$ cat src/rtl/cu_pkg.sv
`default_nettype none
// ============================================================================
// Module   : cu_pkg
// Brief    : Shared Control Unit types: sequencer states, instruction classes,
//            trap cause codes and default class masks.
// Revision : 1.0 - initial release
// ============================================================================
package cu_pkg;

    typedef enum logic [2:0] {
        IDLE     = 3'd0,
        FETCH    = 3'd1,
        LATCH    = 3'd2,
        DECODE   = 3'd3,
        DISPATCH = 3'd4,
        WAIT     = 3'd5,
        TRAP     = 3'd6
    } state_e;

    typedef enum logic [1:0] {
        CLS_ALU  = 2'd0,
        CLS_LDST = 2'd1,
        CLS_BJ   = 2'd2,
        CLS_FP   = 2'd3
    } cls_e;

    localparam logic [1:0] C_CAUSE_NONE    = 2'b00;
    localparam logic [1:0] C_CAUSE_NOCLASS = 2'b01;
    localparam logic [1:0] C_CAUSE_MULTI   = 2'b10;
    localparam logic [1:0] C_CAUSE_WDT     = 2'b11;

    localparam logic [31:0] C_ALU_MASK  = 32'h0000_00FF;
    localparam logic [31:0] C_LDST_MASK = 32'h0000_FF00;
    localparam logic [31:0] C_BJ_MASK   = 32'h0300_0000;
    localparam logic [31:0] C_FP_MASK   = 32'h00FF_0000;

endpackage
`default_nettype wire

$ cat src/rtl/dispatch_class_decoder.sv
`default_nettype none
// ============================================================================
// Module   : dispatch_class_decoder
// Brief    : Combinational classifier of the one-hot opdecoder vector into one
//            instruction class, with no-class / multi-class flags.
// Revision : 1.0 - initial release
// ============================================================================
module dispatch_class_decoder
    import cu_pkg::*;
(
    input  logic [31:0] code,
    input  logic [31:0] alu_mask,
    input  logic [31:0] ldst_mask,
    input  logic [31:0] bj_mask,
    input  logic [31:0] fp_mask,
    output cls_e        cls,
    output logic        none,
    output logic        multi
);

    logic [3:0] w_hits;

    assign w_hits = {|(code & fp_mask), |(code & bj_mask),
                     |(code & ldst_mask), |(code & alu_mask)};

    always_comb begin
        none  = (w_hits == 4'd0);
        // More than one bit set: clearing the lowest set bit leaves something.
        multi = ((w_hits & (w_hits - 4'd1)) != 4'd0);
        cls   = CLS_ALU;
        if (w_hits[1]) cls = CLS_LDST;
        if (w_hits[2]) cls = CLS_BJ;
        if (w_hits[3]) cls = CLS_FP;
    end

endmodule
`default_nettype wire

$ cat src/rtl/fsm_dispatcher.sv
`default_nettype none
// ============================================================================
// Module   : fsm_dispatcher
// Brief    : Control Unit top sequencer: fetch, classify, dispatch to one class
//            sub-FSM, wait for its done, retire; failures become a sticky trap.
//            Optional WAIT watchdog enabled by macro FSM_WATCHDOG_EN.
// Revision : 1.0 - initial release
// ============================================================================
module fsm_dispatcher
    import cu_pkg::*;
#(
    parameter logic [31:0] ALU_MASK   = C_ALU_MASK,
    parameter logic [31:0] LDST_MASK  = C_LDST_MASK,
    parameter logic [31:0] BJ_MASK    = C_BJ_MASK,
    parameter logic [31:0] FP_MASK    = C_FP_MASK,
    parameter int          WDT_CYCLES = 64
) (
    input  logic        clk,
    input  logic        rst_n,
    input  logic        run,
    input  logic [31:0] code,
    input  logic        mem_ready,
    input  logic        done_alu,
    input  logic        done_ldst,
    input  logic        done_bj,
    input  logic        done_fp,
    input  logic        clear_trap,
    output logic        fetch_req,
    output logic        load_ir,
    output logic        start_alu,
    output logic        start_ldst,
    output logic        start_bj,
    output logic        start_fp,
    output logic        busy,
    output logic        trap,
    output logic [1:0]  trap_cause,
    output logic [63:0] instret
);

    state_e      r_state;
    state_e      w_state_nxt;
    cls_e        r_cls;
    cls_e        w_cls;
    logic        w_none;
    logic        w_multi;
    logic        w_done_sel;
    logic        w_retire;
    logic        w_wdt_expired;
    logic [1:0]  r_trap_cause;
    logic [1:0]  w_trap_cause_nxt;
    logic [63:0] r_instret;

    dispatch_class_decoder u_class_decoder (
        .code      (code),
        .alu_mask  (ALU_MASK),
        .ldst_mask (LDST_MASK),
        .bj_mask   (BJ_MASK),
        .fp_mask   (FP_MASK),
        .cls       (w_cls),
        .none      (w_none),
        .multi     (w_multi)
    );

    // Only the done of the class latched in DECODE can retire the instruction.
    always_comb begin
        w_done_sel = 1'b0;
        case (r_cls)
            CLS_ALU:  w_done_sel = done_alu;
            CLS_LDST: w_done_sel = done_ldst;
            CLS_BJ:   w_done_sel = done_bj;
            CLS_FP:   w_done_sel = done_fp;
            default:  w_done_sel = 1'b0;
        endcase
    end

`ifdef FSM_WATCHDOG_EN
    localparam int C_WDT_W = $clog2(WDT_CYCLES) + 1;

    logic [C_WDT_W-1:0] r_wdt;

    assign w_wdt_expired = (r_wdt == C_WDT_W'(WDT_CYCLES - 1));

    always_ff @(posedge clk or negedge rst_n) begin
        if (!rst_n) begin
            r_wdt <= '0;
        end else if (r_state == DISPATCH) begin
            r_wdt <= '0;
        end else if ((r_state == WAIT) && !w_done_sel && !w_wdt_expired) begin
            r_wdt <= r_wdt + 1'b1;
        end
    end
`else
    assign w_wdt_expired = 1'b0;
`endif

    always_comb begin
        w_state_nxt      = r_state;
        w_trap_cause_nxt = r_trap_cause;
        w_retire         = 1'b0;
        case (r_state)
            IDLE: begin
                if (run) w_state_nxt = FETCH;
            end
            FETCH: begin
                if (mem_ready) w_state_nxt = LATCH;
            end
            LATCH: begin
                w_state_nxt = DECODE;
            end
            DECODE: begin
                if (w_none) begin
                    w_state_nxt      = TRAP;
                    w_trap_cause_nxt = C_CAUSE_NOCLASS;
                end else if (w_multi) begin
                    w_state_nxt      = TRAP;
                    w_trap_cause_nxt = C_CAUSE_MULTI;
                end else begin
                    w_state_nxt = DISPATCH;
                end
            end
            DISPATCH: begin
                w_state_nxt = WAIT;
            end
            WAIT: begin
                // A done arriving on the expiry cycle still retires.
                if (w_done_sel) begin
                    w_retire    = 1'b1;
                    w_state_nxt = run ? FETCH : IDLE;
                end else if (w_wdt_expired) begin
                    w_state_nxt      = TRAP;
                    w_trap_cause_nxt = C_CAUSE_WDT;
                end
            end
            TRAP: begin
                if (clear_trap) begin
                    w_state_nxt      = IDLE;
                    w_trap_cause_nxt = C_CAUSE_NONE;
                end
            end
            default: begin
                w_state_nxt = IDLE;
            end
        endcase
    end

    always_ff @(posedge clk or negedge rst_n) begin
        if (!rst_n) begin
            r_state      <= IDLE;
            r_cls        <= CLS_ALU;
            r_trap_cause <= C_CAUSE_NONE;
            r_instret    <= 64'd0;
        end else begin
            r_state      <= w_state_nxt;
            r_trap_cause <= w_trap_cause_nxt;
            if (r_state == DECODE) r_cls <= w_cls;
            if (w_retire) r_instret <= r_instret + 64'd1;
        end
    end

    always_comb begin
        fetch_req  = (r_state == FETCH);
        load_ir    = (r_state == LATCH);
        start_alu  = (r_state == DISPATCH) && (r_cls == CLS_ALU);
        start_ldst = (r_state == DISPATCH) && (r_cls == CLS_LDST);
        start_bj   = (r_state == DISPATCH) && (r_cls == CLS_BJ);
        start_fp   = (r_state == DISPATCH) && (r_cls == CLS_FP);
        busy       = (r_state != IDLE) && (r_state != TRAP);
        trap       = (r_state == TRAP);
    end

    assign trap_cause = r_trap_cause;
    assign instret    = r_instret;

endmodule
`default_nettype wire

$ cat config.mk
export PLATFORM = sky130hd
export DESIGN_NAME = fsm_dispatcher
export DESIGN_NICKNAME = d
export VERILOG_FILES = /design/src/rtl/cu_pkg.sv /design/src/rtl/dispatch_class_decoder.sv /design/src/rtl/fsm_dispatcher.sv
export SDC_FILE = /design/constraint.sdc
export NUM_CORES = 1
export LEC_CHECK = 0
export CORE_UTILIZATION = 40
export CTS_BUF_LIST = sky130_fd_sc_hd__clkbuf_2
export DETAILED_ROUTE_END_ITERATION = 10
export DONT_BUFFER_PORTS = 1
export GPL_ROUTABILITY_DRIVEN = 0
export GPL_TIMING_DRIVEN = 1
export SKIP_LAST_GASP = 1
export SLEW_MARGIN = 20
export SYNTH_ARGS = -nofsm -noshare
export SYNTH_HDL_FRONTEND = slang
export SYNTH_SLANG_ARGS = --single-unit
$ cat constraint.sdc
create_clock -name clk -period 3.2 [get_ports clk]
set_input_delay 0.64 -clock clk [delete_from_list [all_inputs] [get_ports clk]]
set_output_delay 0.64 -clock clk [all_outputs]
set_load 0.03 [all_outputs]
==> flow_summary.yaml, run 1 <==
status:
  status: "finished clean"
drt:
  ant_nets: 0
  drcViolationCount: 0
  vias: 2746
  wl_per_cell_um: 16.5
  drt-total-wl_mm: 8.12
  first_pass_iters: 4
  drtIter0Drc: 100
  drt-vias-per-instance: 5.58
grt:
  gr-total-overflow: 0
  grt_usage: 0.174
  grt_pass1_vias: 2632
  grt_pass1_wl_mm: 13.3
  grt_max_degree: 72
  antenna_found_initial: 0
setup_path:
  timing.rr.start: "instret[0]"
  cp_slowest_cell: "dfrtp_1"
  reg2reg_slack_ns: 0.62
  path_delay_family: "simple AND/OR/NAND/NOR gates"
  end_kind: "primary output"
  crit_required_ns: 2.56
  critPathArrivalTime_ns: 2.07
  slowest_delay_ns: 0.58
  cp_cell_sequence: "inv_1 > nor3_1 > nand2_1 > nor2_1"
  worst_r2r_endpoint: "instret[50]"
  critical_path_class: "reg2out"
  rr_worst_depth: 7
  startpoint_type: "flop"
  worst-path-buf-inv: 1
  crit_fanout: 11
clock_tree:
  clock_path_buffers: 2
  numCtsBuffers: 9
  clock_latency_ns: 0.50
  clkTransAtPathRegs_ns: 0.18
  cts_tree: "built"
  root_buffer: "clkbuf_2"
  cts.sinks: 71
  cts-htree-levels: 3
  cts_setup_buffers: 0
synth:
  yosys-mux-area-fraction: 0.00604
  yosysMostFrequentCell: "dfrtp_1"
  synth_area_per_cell_um2: 10.1
  yosysUniqueCellTypes: 46
  yosys.area_share.simple: 0.302
  yosys_warnings: 0
  synth_edf_count: 0
  async_flop_share: 1.00
  ys_ff_latch: 71
  synth_cells: 371
  ys.flop_type: "dfrtp_1"
  ys_seq_area_frac: 0.476
  synth_top_area_frac: 0.476
  synth_fa_ha_area_frac: 0.00335
  synth_area_leader_cell: "dfrtp_1"
  ys_top_cells_by_count: "dfrtp_1, nand2_1, xor2_1"
  synthXorXnorAreaFrac: 0.153
  synth_compound_area_frac: 0.0366
  ys_top_cells_by_area: "dfrtp_1, xor2_1, xnor2_1, nand2_1, nand3_1"
  syn-cell-area_um2: 3730
  synth_nets: 413
  synth_top_family_by_area: "simple AND/OR/NAND/NOR gates"
place:
  place_ws_ns: 0.604
  io_buffers: 0
  dpl-instance-area_um2: 3850
  placedCellCount: 474
  dp_hpwl_mm: 5.81
final_layout:
  post-route-util: 0.446
  fill_cells: 848
  nets: 421
  stdcell_area_um2: 3970
  multiInputGateArea_um2: 1870
  area_delta_synth_final_pct: 6.27
  layoutNonFillerInstCount: 492
  ff_latch_area_um2: 1780
  diodes: 0
  final_layout_size_suffix_gt1_frac: 0.112
floorplan:
  rows: 34
  die_area_um2: 9720
  die_w_um: 98.6
  io_pins: 115
  initial_utilization: 0.420
  die_h_um: 98.6
  coreArea_um2: 8890
timing:
  relSlewSlack: 0.636
  fin_crit_sh: 0.845
  fin_setup_tns_ns: 0
  rsz0062_at_grt: "no"
  hold_violations: 0
  finalClockSkew_ns: 0.0245
  drv_slew: 0
  setup_viol: 0
  whs_ns: 0.214
  setup_ws_ns: 0.495
  clock.fmax_ghz: 0.370
  tightest_slew_ns: 0.544
  min_period_ns: 2.71
power_and_ir_drop:
  seqPwrFrac: 0.586
  comb_power_share: 0.188
  ir_drop_uv: 392
  power_mw: 1.84
  switching_power_mw: 0.664
  p_int_mw: 1.18
  pwr-share-clk: 0.226
  p_leak_nw: 1.85
  p_sw_frac: 0.361
  power.density_nw_per_um2: 465
worst_hold_path:
  hold_path.class: "in2reg"
  hold_depth: 1
  holdCritStartpoint: "code[24]"
  min_to: "trap_cause[0]"
run:
  cap_violations: 0
placed cells by master, fill, tap and decap left out, drive strengths merged, types with 2 or more instances in the layout:
cell,count
a21oi,5
and2,2
and3,6
and4,2
buf,5
clkbuf,11
clkinv,4
dfrtp,71
inv,10
nand2,46
nand2b,2
nand3,26
nand4,20
nor2,30
nor3,25
nor4,24
o21ai,5
o21bai,2
or2,2
or3,3
xnor2,24
xor2,41
worst register-to-register path: cells and delay by family, from the launching register on:
family | cells | cell delay [ns]
flops | 1 | 0.66
buf+inv | 1 | 0.29
simple gates | 4 | 1.06
xor+xnor | 1 | 0.21
fa+ha+maj | 1 | 0.31
power by group through the flow:
stage	logic [mW]	clock network [mW]	registers (mW)
final	0.347	0.416	1.08
after global routing	0.388	0.483	1.09
after CTS	0.349	0.434	1.08
after detailed placement	0.326	0	1.09
after global placement	0.322	0	1.09
after floorplan	0.302	0	1.06
routing by layer:
| metal | wire [µm] | share of wire | up-vias | global-route usage |
|---|---|---|---|---|
| li1 | - | - | 1317 | - |
| met1 | 3750 | 0.46 | 1315 | 0.223 |
| met2 | 3700 | 0.46 | 107 | 0.283 |
| met3 | 608 | 0.075 | 7 | 0.0589 |
| met4 | 60 | 0.0074 | 0 | 0.0448 |
| met5 | 0 | 0 | - | 0 |
flip-flops by register name, summed over array words and instances (netlist names):
signal / flops
instret: 64
r_state: 3
r_cls: 2
trap_cause: 2
layout make-up:
class	count	share of cell area
multi-input combinational	281	0.471
sequential	71	0.448
tap	108	0.0341
timing repair buffer	6	0.0170
clock buffer	11	0.0139
inverter	10	0.00947
clock inverter	5	0.00631
how the worst max path moves through the flow:
stage | startpoint | endpoint | slack [ns] | cells past startpoint
2_1_floorplan | r_state[2] | start_alu | 0.81 | 4
3_3_place_gp | instret[0] | instret[50] | 0.68 | 7
3_5_place_dp | instret[0] | instret[50] | 0.60 | 7
4_1_cts | r_state[2] | start_ldst | 0.49 | 4
5_1_grt | r_state[2] | start_ldst | 0.27 | 4
6_report | r_state[2] | start_ldst | 0.49 | 4
what timing repair did:
item | CTS | global route
hold endpoints to repair | 71 | 0
hold buffers | 2 | 0
gates resized for setup | 0 | 0
kinds of logic after synthesis:
logic type	after synthesis
compound gates	21
xor+xnor	65
fa+ha+maj	1
buf+inv	19
flops	71
mux	1
simple gates	193
Power figures use the tool's default switching activity.
==> inputs of run 2 (changes only) <==
==> constraint.sdc (replaced) <==
create_clock -name clk -period 2.6 [get_ports clk]
set_input_delay 0.52 -clock clk [delete_from_list [all_inputs] [get_ports clk]]
set_output_delay 0.52 -clock clk [all_outputs]
set_load 0.03 [all_outputs]
==> run 2 against run 1 <==
Against the previous run:
- global-route usage increased by 0.63 points
- power increased by 37%
- sequential power increased by 19%
- first-iteration DRC count increased by 9.0%
- critical endpoint is now start_alu
==> flow_summary.yaml, run 2 (synthesized netlist as in run 1, its figures left out) <==
floorplan:
  die_w_um: 98.6
  io_pins: 115
  die_area_um2: 9720
  initial_utilization: 0.420
  die_h_um: 98.6
  rows: 34
  coreArea_um2: 8890
power_and_ir_drop:
  switching_power_mw: 0.864
  seqPwrFrac: 0.510
  p_sw_frac: 0.342
  power.density_nw_per_um2: 602
  p_int_mw: 1.67
  comb_power_share: 0.196
  pwr-share-clk: 0.294
  p_leak_nw: 1.98
  ir_drop_uv: 418
timing:
  drv_slew: 0
  clock.fmax_ghz: 0.418
  min_period_ns: 2.39
  tightest_slew_ns: 0.552
  fin_setup_tns_ns: 0
  fin_crit_sh: 0.920
  relSlewSlack: 0.631
  finalClockSkew_ns: 0.0384
  setup_viol: 0
  whs_ns: 0.0957
  hold_violations: 0
  rsz0062_at_grt: "no"
setup_path:
  reg2reg_slack_ns: 0.32
  cp_slowest_cell: "dfrtp_2"
  cp_cell_sequence: "inv_1 > nor3_1 > nor3b_1 > buf_4"
  crit_fanout: 11
  worst-path-buf-inv: 2
  slowest_delay_ns: 0.52
  critPathArrivalTime_ns: 1.87
  crit_required_ns: 2.08
  startpoint_type: "flop"
  path_delay_family: "simple AND/OR/NAND/NOR gates"
  end_kind: "primary output"
  critical_path_class: "reg2out"
worst_hold_path:
  hold_path.class: "in2reg"
grt:
  gr-total-overflow: 0
  antenna_found_initial: 0
  gr-usage-met1: 0.227
  grt_usage: 0.180
  busiest_layer: "met2"
  grtUsageMet2: 0.301
  grt_pass1_wl_mm: 14.0
  grt_max_degree: 72
  grt_pass1_vias: 2922
  met3_usage: 0.0525
status:
  status: "finished clean"
final_layout:
  nets: 443
  largest_reg_flops: 64
  layout_commonest_cell: "dfrtp_1"
  diodes: 0
  final_layout_size_suffix_gt1_frac: 0.170
  fill_cells: 826
  ff_latch_area_um2: 1780
  multiInputGateArea_um2: 1880
  area_delta_synth_final_pct: 12.6
  final_cell_mix: "dfrtp_1, nand2_1, xor2_1"
clock_tree:
  cts-htree-levels: 3
  cts.sinks: 71
  clkTransAtPathRegs_ns: 0.22
  cts_setup_buffers: 0
  clock_path_buffers: 2
  clock_latency_ns: 0.50
  cts_tree: "built"
  numCtsBuffers: 9
  root_buffer: "clkbuf_2"
place:
  dp_hpwl_mm: 5.96
  io_buffers: 0
drt:
  drtIter0Drc: 109
  wl_per_cell_um: 16.0
  vias: 2865
  drcViolationCount: 0
  drt-total-wl_mm: 8.21
  ant_nets: 0
  first_pass_iters: 4
  drt-vias-per-instance: 5.57
run:
  cap_violations: 0
[run 2: area by class of cell]
| cell class | instances | area share |
|---|---|---|
| Timing Repair Buffer | 28 | 0.0554 |
| Multi-Input combinational cell | 281 | 0.447 |
| Clock buffer | 9 | 0.0107 |
| Tap cell | 108 | 0.0322 |
| Clock inverter | 7 | 0.0229 |
| Sequential cell | 71 | 0.423 |
| Inverter | 10 | 0.00893 |
[run 2: repair_timing]
| item | in CTS | in global routing |
|---|---|---|
| resized for setup | 2 | 2 |
| gates cloned | 0 | 0 |
| hold buffers | 2 | 0 |
| endpoints found under the hold margin | 71 | 0 |
| setup endpoints to repair | 2 | 4 |
[run 2: metrics by stage]
step | utilization | power [mW] | worst slack, ns | instance area, µm² | cells
3_3_place_gp | 0.451 | 1.76 | 0.434 | 4010 | 496
4_1_cts | 0.472 | 2.55 | 0.0652 | 4200 | 514
3_5_place_dp | 0.451 | 1.77 | 0.367 | 4010 | 496
2_1_floorplan | - | 1.67 | 0.326 | 3730 | 371
5_1_grt | 0.473 | 2.68 | 0.0190 | 4200 | 514
6_report | 0.473 | 2.53 | 0.209 | 4200 | 514
[run 2: per-layer routing]
layer  wire length, µm  share of wire
met1              3740           0.46
met2              3920           0.48
met3               536          0.065
met4                21         0.0026
met5                 0              0
[run 2: final timing paths]
path / startpoint / end / cells after the start
worst max-delay path: r_state[2] / start_alu / 4
worst min-delay path: code[24] / trap_cause[0] / 1
worst max register to register: instret[3] / instret[33] / 5
worst min register to register: instret[14] / instret[14] / 2
max in group asynchronous: rst_n / r_state[2] / 2
min in group asynchronous: rst_n / instret[37] / 2
[run 2: power groups by stage]
stage	clock [mW]	sequential (mW)	combinational, mW
finish	0.743	1.29	0.497
global placement	0	1.30	0.457
detailed placement	0	1.30	0.469
CTS	0.766	1.29	0.500
global route	0.822	1.31	0.551
floorplan	0	1.30	0.372
==> inputs of run 3 (changes only) <==
--- a/config.mk
+++ b/config.mk
@@ -11,8 +11,8 @@
 export DONT_BUFFER_PORTS = 1
 export GPL_ROUTABILITY_DRIVEN = 0
 export GPL_TIMING_DRIVEN = 1
+export MAX_ROUTING_LAYER = met4
 export SKIP_LAST_GASP = 1
-export SLEW_MARGIN = 20
 export SYNTH_ARGS = -nofsm -noshare
 export SYNTH_HDL_FRONTEND = slang
 export SYNTH_SLANG_ARGS = --single-unit
==> run 3 against run 2 <==
Against the previous run:
- routed wire length decreased by 0.16%
- die area unchanged
- worst hold slack gained 0.0018 ns
- final area is the same
- final cell count stayed put
- sequential share of layout area unchanged
- core utilization did not move
- non-clock buffer count is the same
- critical endpoint unchanged
- largest cell class unchanged
- highest routed layer unchanged
==> flow_summary.yaml, run 3 (synthesized netlist as in run 1, its figures left out) <==
grt:
  gr-total-overflow: 0
  grt_pass1_wl_mm: 14.0
  grt_usage: 0.186
  antenna_found_initial: 0
  grt_pass1_vias: 2920
  grt_max_degree: 72
drt:
  wl_per_cell_um: 16.0
  drcViolationCount: 0
  drt-vias-per-instance: 5.54
  drtIter0Drc: 117
  drt-total-wl_mm: 8.20
  top_layer_used: "met4"
  vias: 2846
  ant_nets: 0
  wl_met2_mm: 3.89
  wl_met3_um: 551
  first_pass_iters: 4
  wl_met1_mm: 3.72
timing:
  hold_violations: 0
  setup_ws_ns: 0.211
  fin_crit_sh: 0.919
  drv_slew: 0
  tightest_slew_ns: 0.552
  fin_setup_tns_ns: 0
  whs_ns: 0.0974
  min_period_ns: 2.39
  finalClockSkew_ns: 0.0387
  clock.fmax_ghz: 0.419
  rsz0062_at_grt: "no"
  relSlewSlack: 0.631
  setup_viol: 0
place:
  place_ws_ns: 0.367
  io_buffers: 0
  dp_hpwl_mm: 5.96
floorplan:
  die_area_um2: 9720
  die_w_um: 98.6
  initial_utilization: 0.420
  rows: 34
  die_h_um: 98.6
  io_pins: 115
  coreArea_um2: 8890
setup_path:
  crit_required_ns: 2.08
  critPathArrivalTime_ns: 1.87
  crit_fanout: 11
  startpoint_type: "flop"
  end_kind: "primary output"
  critical_path_class: "reg2out"
clock_tree:
  cts_tree: "built"
  clock_path_buffers: 2
  clkTransAtPathRegs_ns: 0.22
  root_buffer: "clkbuf_2"
  numCtsBuffers: 9
  cts.sinks: 71
  cts-htree-levels: 3
  cts_setup_buffers: 0
  clock_latency_ns: 0.50
final_layout:
  nets: 443
  area_delta_synth_final_pct: 12.6
  layout_commonest_cell: "dfrtp_1"
  final_cell_mix: "dfrtp_1, nand2_1, xor2_1"
  largest_reg_flops: 64
  diodes: 0
  final_layout_size_suffix_gt1_frac: 0.170
  fill_cells: 826
power_and_ir_drop:
  power_mw: 2.53
  p_sw_frac: 0.342
  p_leak_nw: 1.98
  switching_power_mw: 0.864
  power.density_nw_per_um2: 602
  seqPwrFrac: 0.510
  ir_drop_uv: 419
  pwr-share-clk: 0.294
  p_int_mw: 1.67
  comb_power_share: 0.196
status:
  status: "finished clean"
worst_hold_path:
  hold_path.class: "in2reg"
run:
  cap_violations: 0
[run 3: timing repair]
item	4_1_cts	5_1_grt
pin swaps	0	0
endpoints found under the setup margin	2	4
hold buffers	2	0
resized for setup	2	2
endpoints found under the hold margin	71	0
[run 3: final cells by class]
| type | count | area, µm² | area share |
|---|---|---|---|
| clock buffers | 9 | 45.0 | 0.0107 |
| well taps | 108 | 135 | 0.0322 |
| clock inverters | 7 | 96.3 | 0.0229 |
| inverters | 10 | 37.5 | 0.00893 |
| multi-input cells | 281 | 1880 | 0.447 |
| flip-flops and latches | 71 | 1780 | 0.423 |
| repair buffers | 28 | 233 | 0.0554 |
[run 3: path summary, 6_finish.rpt]
kind / start / endpoint / slack, ns / cells after the start
max: r_state[2] / start_alu / 0.21 / 4
min: code[24] / trap_cause[0] / 0.1 / 1
max reg2reg: instret[3] / instret[33] / 0.32 / 5
min reg2reg: instret[14] / instret[14] / 0.62 / 2
max in group asynchronous: rst_n / r_state[2] / 1.76 / 2
min in group asynchronous: rst_n / instret[37] / 0.54 / 2
[run 3: stage by stage]
step / utilization / area (µm²) / cells
final: 0.473 / 4200 / 514
after detailed placement: 0.451 / 4010 / 496
after global routing: 0.473 / 4200 / 514
after CTS: 0.472 / 4200 / 514
after floorplan: - / 3730 / 371
after global placement: 0.451 / 4010 / 496
[run 3: metal layers]
layer,vias to the layer above,global-route usage
met5,-,-
met3,6,0.0539
met1,1368,0.228
li1,1363,-
met4,0,0.0540
met2,109,0.300
[run 3: worst max-delay path, cell delays in order, from the launching register on]
cell and delay (ns):
dfrtp_2 0.52, inv_1 0.13, nor3_1 0.30, nor3b_1 0.23, buf_4 0.19
[run 3: power by group through the flow]
stage                     registers [mW]  logic, mW  clock network [mW]
after global placement              1.30      0.457                   0
after global routing                1.31      0.551               0.822
final                               1.29      0.496               0.743
after floorplan                     1.30      0.372                   0
after CTS                           1.29      0.500               0.766
after detailed placement            1.30      0.469                   0
